<file path="src/rtl/ysyx_23060096_wbu.sv">
// Writeback unit: buffers EXU and LSU results in 2-entry FIFOs and round-robins them onto the RF write port.
// Optional macro YSYX_23060096_WBU_BYPASS_EN adds byp_* forwarding outputs mirroring the RF write.

module ysyx_23060096_wbu_fifo #(
    parameter int W = 70
) (
    input  logic         clk,
    input  logic         rst,
    input  logic         push,
    input  logic         pop,
    input  logic [W-1:0] wdata,
    output logic         ready,
    output logic         nempty,
    output logic [W-1:0] rdata
);
    logic [W-1:0] mem_q [2];
    logic [W-1:0] mem_d [2];
    logic [1:0]   cnt_q, cnt_d;
    logic         wptr_q, wptr_d;
    logic         rptr_q, rptr_d;

    always_comb begin
        mem_d  = mem_q;
        cnt_d  = cnt_q;
        wptr_d = wptr_q;
        rptr_d = rptr_q;
        if (push) begin
            mem_d[wptr_q] = wdata;
            wptr_d        = ~wptr_q;
        end
        if (pop) begin
            rptr_d = ~rptr_q;
        end
        case ({push, pop})
            2'b10:   cnt_d = cnt_q + 2'd1;
            2'b01:   cnt_d = cnt_q - 2'd1;
            default: cnt_d = cnt_q;
        endcase
    end

    always_ff @(posedge clk or posedge rst) begin
        if (rst) begin
            mem_q[0] <= '0;
            mem_q[1] <= '0;
            cnt_q    <= 2'd0;
            wptr_q   <= 1'b0;
            rptr_q   <= 1'b0;
        end else begin
            mem_q  <= mem_d;
            cnt_q  <= cnt_d;
            wptr_q <= wptr_d;
            rptr_q <= rptr_d;
        end
    end

    // ready looks only at registered occupancy, so a full FIFO refuses even when popping
    assign ready  = (cnt_q < 2'd2);
    assign nempty = (cnt_q != 2'd0);
    assign rdata  = mem_q[rptr_q];
endmodule

module ysyx_23060096_wbu #(
    parameter int ADDR_WIDTH = 5,
    parameter int DATA_WIDTH = 32
) (
    input  logic                  clk,
    input  logic                  rst,
    input  logic                  exu_valid,
    output logic                  exu_ready,
    input  logic [ADDR_WIDTH-1:0] exu_rd,
    input  logic                  exu_wen,
    input  logic [DATA_WIDTH-1:0] exu_data,
    input  logic [DATA_WIDTH-1:0] exu_pc,
    input  logic                  lsu_valid,
    output logic                  lsu_ready,
    input  logic [ADDR_WIDTH-1:0] lsu_rd,
    input  logic                  lsu_wen,
    input  logic [DATA_WIDTH-1:0] lsu_data,
    input  logic [DATA_WIDTH-1:0] lsu_pc,
    output logic                  rf_wen,
    output logic [ADDR_WIDTH-1:0] rf_waddr,
    output logic [DATA_WIDTH-1:0] rf_wdata,
`ifdef YSYX_23060096_WBU_BYPASS_EN
    output logic                  byp_valid,
    output logic [ADDR_WIDTH-1:0] byp_rd,
    output logic [DATA_WIDTH-1:0] byp_data,
`endif
    output logic                  commit_valid,
    output logic [DATA_WIDTH-1:0] commit_pc
);
    localparam int EW = ADDR_WIDTH + 1 + 2 * DATA_WIDTH;

    logic [EW-1:0]         exu_rdata, lsu_rdata;
    logic                  exu_nempty, lsu_nempty;
    logic                  pop_exu, pop_lsu;
    logic [ADDR_WIDTH-1:0] e_rd, l_rd;
    logic                  e_wen, l_wen;
    logic [DATA_WIDTH-1:0] e_data, l_data, e_pc, l_pc;

    logic                  rr_q, rr_d;
    logic                  rf_wen_q, rf_wen_d;
    logic [ADDR_WIDTH-1:0] rf_waddr_q, rf_waddr_d;
    logic [DATA_WIDTH-1:0] rf_wdata_q, rf_wdata_d;
    logic                  commit_valid_q, commit_valid_d;
    logic [DATA_WIDTH-1:0] commit_pc_q, commit_pc_d;

    ysyx_23060096_wbu_fifo #(.W(EW)) u_exu_fifo (
        .clk    (clk),
        .rst    (rst),
        .push   (exu_valid && exu_ready),
        .pop    (pop_exu),
        .wdata  ({exu_rd, exu_wen, exu_data, exu_pc}),
        .ready  (exu_ready),
        .nempty (exu_nempty),
        .rdata  (exu_rdata)
    );

    ysyx_23060096_wbu_fifo #(.W(EW)) u_lsu_fifo (
        .clk    (clk),
        .rst    (rst),
        .push   (lsu_valid && lsu_ready),
        .pop    (pop_lsu),
        .wdata  ({lsu_rd, lsu_wen, lsu_data, lsu_pc}),
        .ready  (lsu_ready),
        .nempty (lsu_nempty),
        .rdata  (lsu_rdata)
    );

    assign {e_rd, e_wen, e_data, e_pc} = exu_rdata;
    assign {l_rd, l_wen, l_data, l_pc} = lsu_rdata;

    // rr=0 favours LSU; after a contested grant rr points at the loser
    always_comb begin
        pop_exu = 1'b0;
        pop_lsu = 1'b0;
        rr_d    = rr_q;
        if (exu_nempty && lsu_nempty) begin
            if (rr_q) begin
                pop_exu = 1'b1;
                rr_d    = 1'b0;
            end else begin
                pop_lsu = 1'b1;
                rr_d    = 1'b1;
            end
        end else if (exu_nempty) begin
            pop_exu = 1'b1;
        end else if (lsu_nempty) begin
            pop_lsu = 1'b1;
        end
    end

    always_comb begin
        commit_valid_d = pop_exu || pop_lsu;
        commit_pc_d    = commit_pc_q;
        rf_wen_d       = 1'b0;
        rf_waddr_d     = rf_waddr_q;
        rf_wdata_d     = rf_wdata_q;
        if (pop_lsu) begin
            commit_pc_d = l_pc;
            rf_wen_d    = l_wen && (l_rd != '0);
            rf_waddr_d  = l_rd;
            rf_wdata_d  = l_data;
        end else if (pop_exu) begin
            commit_pc_d = e_pc;
            rf_wen_d    = e_wen && (e_rd != '0);
            rf_waddr_d  = e_rd;
            rf_wdata_d  = e_data;
        end
    end

    always_ff @(posedge clk or posedge rst) begin
        if (rst) begin
            rr_q           <= 1'b0;
            rf_wen_q       <= 1'b0;
            rf_waddr_q     <= '0;
            rf_wdata_q     <= '0;
            commit_valid_q <= 1'b0;
            commit_pc_q    <= '0;
        end else begin
            rr_q           <= rr_d;
            rf_wen_q       <= rf_wen_d;
            rf_waddr_q     <= rf_waddr_d;
            rf_wdata_q     <= rf_wdata_d;
            commit_valid_q <= commit_valid_d;
            commit_pc_q    <= commit_pc_d;
        end
    end

    assign rf_wen       = rf_wen_q;
    assign rf_waddr     = rf_waddr_q;
    assign rf_wdata     = rf_wdata_q;
    assign commit_valid = commit_valid_q;
    assign commit_pc    = commit_pc_q;

`ifdef YSYX_23060096_WBU_BYPASS_EN
    assign byp_valid = rf_wen_q;
    assign byp_rd    = rf_waddr_q;
    assign byp_data  = rf_wdata_q;
`endif
endmodule

</file>
<file path="config.mk">
export PLATFORM = sky130hd
export DESIGN_NAME = ysyx_23060096_wbu
export DESIGN_NICKNAME = d
export VERILOG_FILES = /design/src/rtl/ysyx_23060096_wbu.sv
export SDC_FILE = /design/constraint.sdc
export NUM_CORES = 1
export LEC_CHECK = 0
export ABC_CLOCK_PERIOD_IN_PS = 36100
export CELL_PAD_IN_SITES_DETAIL_PLACEMENT = 0
export CELL_PAD_IN_SITES_GLOBAL_PLACEMENT = 1
export CORE_MARGIN = 4
export CORE_UTILIZATION = 30
export CTS_CLUSTER_DIAMETER = 120
export DETAILED_ROUTE_END_ITERATION = 8
export GPL_ROUTABILITY_DRIVEN = 0
export PLACE_DENSITY = 0.67
export SETUP_SLACK_MARGIN = 0.1
export SYNTH_ARGS = -nofsm -noshare
export SYNTH_HDL_FRONTEND = slang
export SYNTH_SLANG_ARGS = --single-unit
</file>
<file path="constraint.sdc">
create_clock -name clk -period 36.1 [get_ports clk]
set_clock_uncertainty 0.05 [all_clocks]
set_input_delay 9.025 -clock clk [delete_from_list [all_inputs] [get_ports clk]]
set_output_delay 9.025 -clock clk [all_outputs]
set_load 0.02 [all_outputs]
</file>
## After elaboration in Yosys (flattened, before gate mapping)

Index checks and enable logic that the tools add are counted.

- $add $sub $neg: 4
- Magnitude comparators: 8
- Equal/unequal tests: 4
- Muxes and demuxes: 29
- Bitwise operators: 8
- Reduce and logical (&&, ||, !) cells: 15

Operators with widths:

| operator | count |
|---|---|
| 70-bit 2-to-1 mux | 8 |
| 140-bit bitwise mux | 2 |
| 70-bit demux with 1-bit select | 2 |
| 32-bit 2-to-1 mux | 4 |
| 5-bit 2-to-1 mux | 2 |
| 2-bit nonzero test | 5 |
| 5-bit nonzero test | 2 |
| 1-bit 2-to-1 mux | 9 |
| 2-bit >= comparator, second input constant | 4 |
| 1-bit inverter with 2-bit output | 4 |
| 2-bit case mux with 2 select lines | 2 |
| 1-bit logical AND | 7 |
| 2-bit by 1-bit adder with 2-bit output, second input constant | 2 |
| 2-bit by 1-bit equality test with 1-bit output, second input constant | 2 |
| 2-bit equality test, second input constant | 2 |
| 2-bit by 1-bit < comparator with 1-bit output, second input constant | 2 |
| 2-bit < comparator, second input constant | 2 |
| 1-bit inverter | 4 |
| 2-bit by 1-bit subtractor with 2-bit output, second input constant | 2 |
| 1-bit logical OR | 1 |

- Flip-flop bits (word level): 360
- Input port bits: 144
- Output and inout bits: 73
- Logic and storage cells: 84

## Longest topological paths before layout

- Word-level depth: 8
- Mapped depth: 7
- Gate-level depth less buffers: 7

## Hierarchy

From an unflattened synthesis, not the netlist that was laid out.

- Cell total of the unflattened synthesis: 1,174
- Area total of the unflattened synthesis: 16,410.7 um^2

Modules (own cells, without submodules):

| module | instances | cells each | area each (um^2) | sequential area each (um^2) |
|---|---|---|---|---|
| ysyx_23060096_wbu_fifo | 2 | 389 | 6,282.3 | 3,603.5 |
| ysyx_23060096_wbu | 1 | 396 | 3,846.2 | 1,801.7 |

## Worst setup path after synthesis

No wires, ideal clock.

- Kind: input to register
- Start point: input port exu_valid
- End point: register u_exu_fifo.mem_q[100] (netlist bit)
- Setup time: 0.125 ns
- Arrival: 9.924 ns
- Required time: 35.925 ns
- Slack: 26.002 ns
- Stages on the path: 4
- Path buffers: 1
- Cells stage by stage: nand2_1 -> nor2_1 -> buf_2 -> mux2_2

- Cells in the longest elaborated chain, start to end: 1

RTL lines:

| item | RTL line | source |
|---|---|---|
| from (decl) | 68 | `input logic exu_valid,` |
| 1-bit logical AND | 110 | `.push (exu_valid && exu_ready),` |
| to (signal assigned) | 49 | `mem_q <= mem_d;` |
| to (decl) | 16 | `logic [W-1:0] mem_q [2];` |

Every way passes these cells.
A chain may end at the register's enable or synchronous reset.

## Worst setup path in the final report

- Start point: input port exu_valid
- End point: register u_exu_fifo.mem_q[114] (netlist bit)

The elaborated chain is that of the path after synthesis.

==> flow_summary.ini <==
[clock_tree]
cts_buf_count = 42
max-clock-path-buffers = 3
cts_setup_buffers = 0
clock_tree.htree_level_count = 2
clockRootBuffer = sky130_fd_sc_hd__clkbuf_16
post_cts_resized = 0
clock_sink_count = 360
worst_skew_pair.late_latency_ns = 0.55
cts_hold_buffers = 0
clk_pin_slew_worst_paths_ns = 0.06
tritoncts = built

[run_status]
run_status = finished clean

[power]
power.sequential.fraction_pct = 38.6
p_switching_w = 0.0006358
pwr_density_cell_nw_per_um2 = 98.09
worst_ir_drop_vdd_mv = 0.05102
internal_power_w = 0.001305
power.switching_fraction_pct = 32.76
power.share.clock_pct = 21.6
p_leak_nw = 8.292
p_comb_share_pct = 39.7

[layout]
ff_latch_area_um2 = 9016
area_growth_syn_to_layout_pct = 26.84
finalNonFillerCells = 2013
postLayoutCellArea_um2 = 19790
layout-drive-gt1-share_pct = 32.41
fillerInstances = 4892
num-nets-final = 1445
final_util_pct = 38.50
multi_input_comb_area_um2 = 6235

[synthesis]
synth_largest_area_cell = sky130_fd_sc_hd__dfrtp_1
synthTopCellsByArea = sky130_fd_sc_hd__dfrtp_1 58%, sky130_fd_sc_hd__mux2_2 24%, sky130_fd_sc_hd__mux2i_1 8.8%
syn_avg_cell_area_um2 = 14.29
synth_top_area_share_pct = 57.74
syn_inst = 1092
yosys_reg_bits = 360
synth.lib_cells_used.distinct = 27
synth_flop_cell = sky130_fd_sc_hd__dfrtp_1
post_synth_instance_area_um2 = 15600
ys_top_cells_by_count = 360 x sky130_fd_sc_hd__dfrtp_1, 339 x sky130_fd_sc_hd__mux2_2, 137 x sky130_fd_sc_hd__mux2i_1
synth-warning-count = 0
most_frequently_used_cell_type_in_the_post_synthesis_netlist = sky130_fd_sc_hd__dfrtp_1
syn_nets = 1238
synth_enable_flop_cells = 0
share_of_flip_flops_with_an_asynchronous_set_or_reset_pct = 100.0
sequential_share_of_the_synthesized_area_pct = 57.74

[sta]
worst_slack_setup_final_ns = 24.79
finalHoldViolations = 0
timing_worst_slew_pin_value_ns = 1.161
max_freq_mhz = 88.39
grt_setup_unrepaired = no
final_max_slew_viol_count = 0
maxSlewHeadroom_pct = 22.42
final-setup-viol-count = 0
setup_tns_ns = 0
period_minus_slack_ns = 11.31
final_min_period_over_clock_period_pct = 31.34

[drt]
detail_route.wl_per_cell_um = 19.15
detailedRoute.firstIterationViolations = 297
route.vias.total = 9293
finalWirelength_um = 38550
final_antenna_net_count = 0
drtPass1Iterations = 6
drt_drc_violations_left = 0
avgViaCountPerCell = 4.616

[place]
placement.io_buffers = 216
total_placed_cells_including_tap_cells = 1935
postPlaceCellArea_um2 = 18400
placement.setup.worst_slack_ns = 24.14
place_hpwl_um = 24180

[worst_setup_path]
timing.critical_path.fanout_max = 38
required_ns = 36.48
crit-reg2reg-capture = u_exu_fifo.mem_q[114]$_DFFE_PP0P_
timing.setup.critical_path_class = primary input to register
rr_worst_depth = 5
worst_ep_arrival_time_ns = 11.70
r2r_slack_ns = 33.23
cp-startpoint = exu_valid
setup.worst_path.end = u_exu_fifo.mem_q[114]$_DFFE_PP0P_
worst_setup_path_start_kind = primary input
timing.rr.start = u_exu_fifo.cnt_q[1]$_DFFE_PP0P_
worstSetupEndpointType = register

[floorplanning]
floorplan.io_pins = 217
placeableCoreArea_um2 = 51410
die-width_um = 236.0
initial_utilization_pct = 30.35
die_area_um2 = 55720
chipHeight_um = 236.0
core.rowCount = 83

[global_routing]
global_route.usage.total_pct = 13.93
grt_max_degree = 148
antenna_violations_before_repair = 4
globalRoute.totalOverflow = 0
grt_first_pass_wirelength_um = 60960
first_global_vias = 10336

[flow_run]
max-cap-violations = 0

[worst_hold_path]
min-delay-start = rf_wdata[20]$_DFFE_PP0P_
min_path_type = register to register
==> through the flow <==
stage               hold slack, ns  total power, W
detailed placement          0.4199        0.001549
floorplan                   0.4187        0.001302
global route                0.4458        0.002081
finish                      0.4273        0.001941
CTS                         0.4325        0.001982
global placement            0.4119        0.001524
==> flip-flops by register name (all words and copies together) (netlist names) <==
signal             flops
commit_pc             32
u_exu_fifo.mem_q     140
rf_wdata              32
rf_wen                 1
commit_valid           1
rr_q                   1
u_lsu_fifo.mem_q     140
u_exu_fifo.rptr_q      1
u_lsu_fifo.cnt_q       2
u_exu_fifo.cnt_q       2
rf_waddr               5
u_lsu_fifo.rptr_q      1
u_exu_fifo.wptr_q      1
u_lsu_fifo.wptr_q      1
==> cell usage in the layout (no fill, tap or decap), types with 9 or more instances in the layout <==
master                              n
sky130_fd_sc_hd__o21ai_0           65
sky130_fd_sc_hd__mux2_2           339
sky130_fd_sc_hd__clkdlybuf4s50_1  216
sky130_fd_sc_hd__nand2_1           71
sky130_fd_sc_hd__xnor2_1           10
sky130_fd_sc_hd__clkbuf_8           9
sky130_fd_sc_hd__dfrtp_1          358
sky130_fd_sc_hd__clkbuf_16         45
sky130_fd_sc_hd__mux2_1            12
sky130_fd_sc_hd__mux2i_1          137
sky130_fd_sc_hd__buf_4             12
sky130_fd_sc_hd__clkinv_2          10
==> per-layer routing <==
metal	wire length [µm]	up-vias	track usage [%]
met5	28	-	0
met3	2067	55	3.227
met4	713	4	3.791
met1	17630	4758	18.73
li1	-	4298	-
met2	18100	178	22.73
==> kinds of logic (layout without fill, tap and decap cells) <==
| group | count (synthesis) | after routing | share of synthesized area (%) |
|---|---|---|---|
| xor+xnor | 11 | 11 | 0.6175 |
| flops | 360 | 360 | 57.74 |
| other cells | 0 | 3 | 0 |
| compound gates | 77 | 77 | 2.614 |
| simple gates | 83 | 83 | 2.149 |
| mux | 488 | 488 | 34.12 |
| buf+inv | 71 | 309 | 2.590 |
| fa+ha+maj | 2 | 2 | 0.1604 |
==> final cells by class <==
| type | instances | area share (%) |
|---|---|---|
| sequential | 360 | 45.56 |
| clock inverter | 14 | 0.5311 |
| timing repair buffer | 229 | 11.48 |
| clock buffer | 61 | 6.449 |
| antenna | 3 | 0.03794 |
| inverter | 5 | 0.1328 |
| multi-input combinational | 661 | 31.51 |
| tap | 680 | 4.299 |
==> worst max-delay path, stage by stage <==
cell,delay (ns)
sky130_fd_sc_hd__clkdlybuf4s50_1,0.52
sky130_fd_sc_hd__nand2_1,0.15
sky130_fd_sc_hd__nor2_4,0.90
sky130_fd_sc_hd__buf_4,0.67
sky130_fd_sc_hd__mux2_2,0.41
==> power groups by stage <==
stage | Sequential (W) | Clock, W | Combinational (W)
floorplan | 0.000754 | 0 | 0.000549
global placement | 0.000750 | 0 | 0.000775
detailed placement | 0.000759 | 0 | 0.000790
CTS | 0.000753 | 0.000437 | 0.000792
global route | 0.000779 | 0.000452 | 0.000850
finish | 0.000750 | 0.000420 | 0.000771
==> worst min-delay path by stage <==
stage | cells past startpoint | slack, ns | to
final | 2 | 0.43 | rf_wdata[20]$_DFFE_PP0P_
after global routing | 2 | 0.45 | rf_wdata[5]$_DFFE_PP0P_
after CTS | 2 | 0.43 | rf_waddr[2]$_DFFE_PP0P_
after detailed placement | 2 | 0.42 | rf_waddr[2]$_DFFE_PP0P_
after global placement | 2 | 0.41 | rf_wdata[14]$_DFFE_PP0P_
after floorplan | 1 | 0.42 | u_exu_fifo.wptr_q$_DFFE_PP0N_
Note: power is estimated with default switching activity, not from simulation.
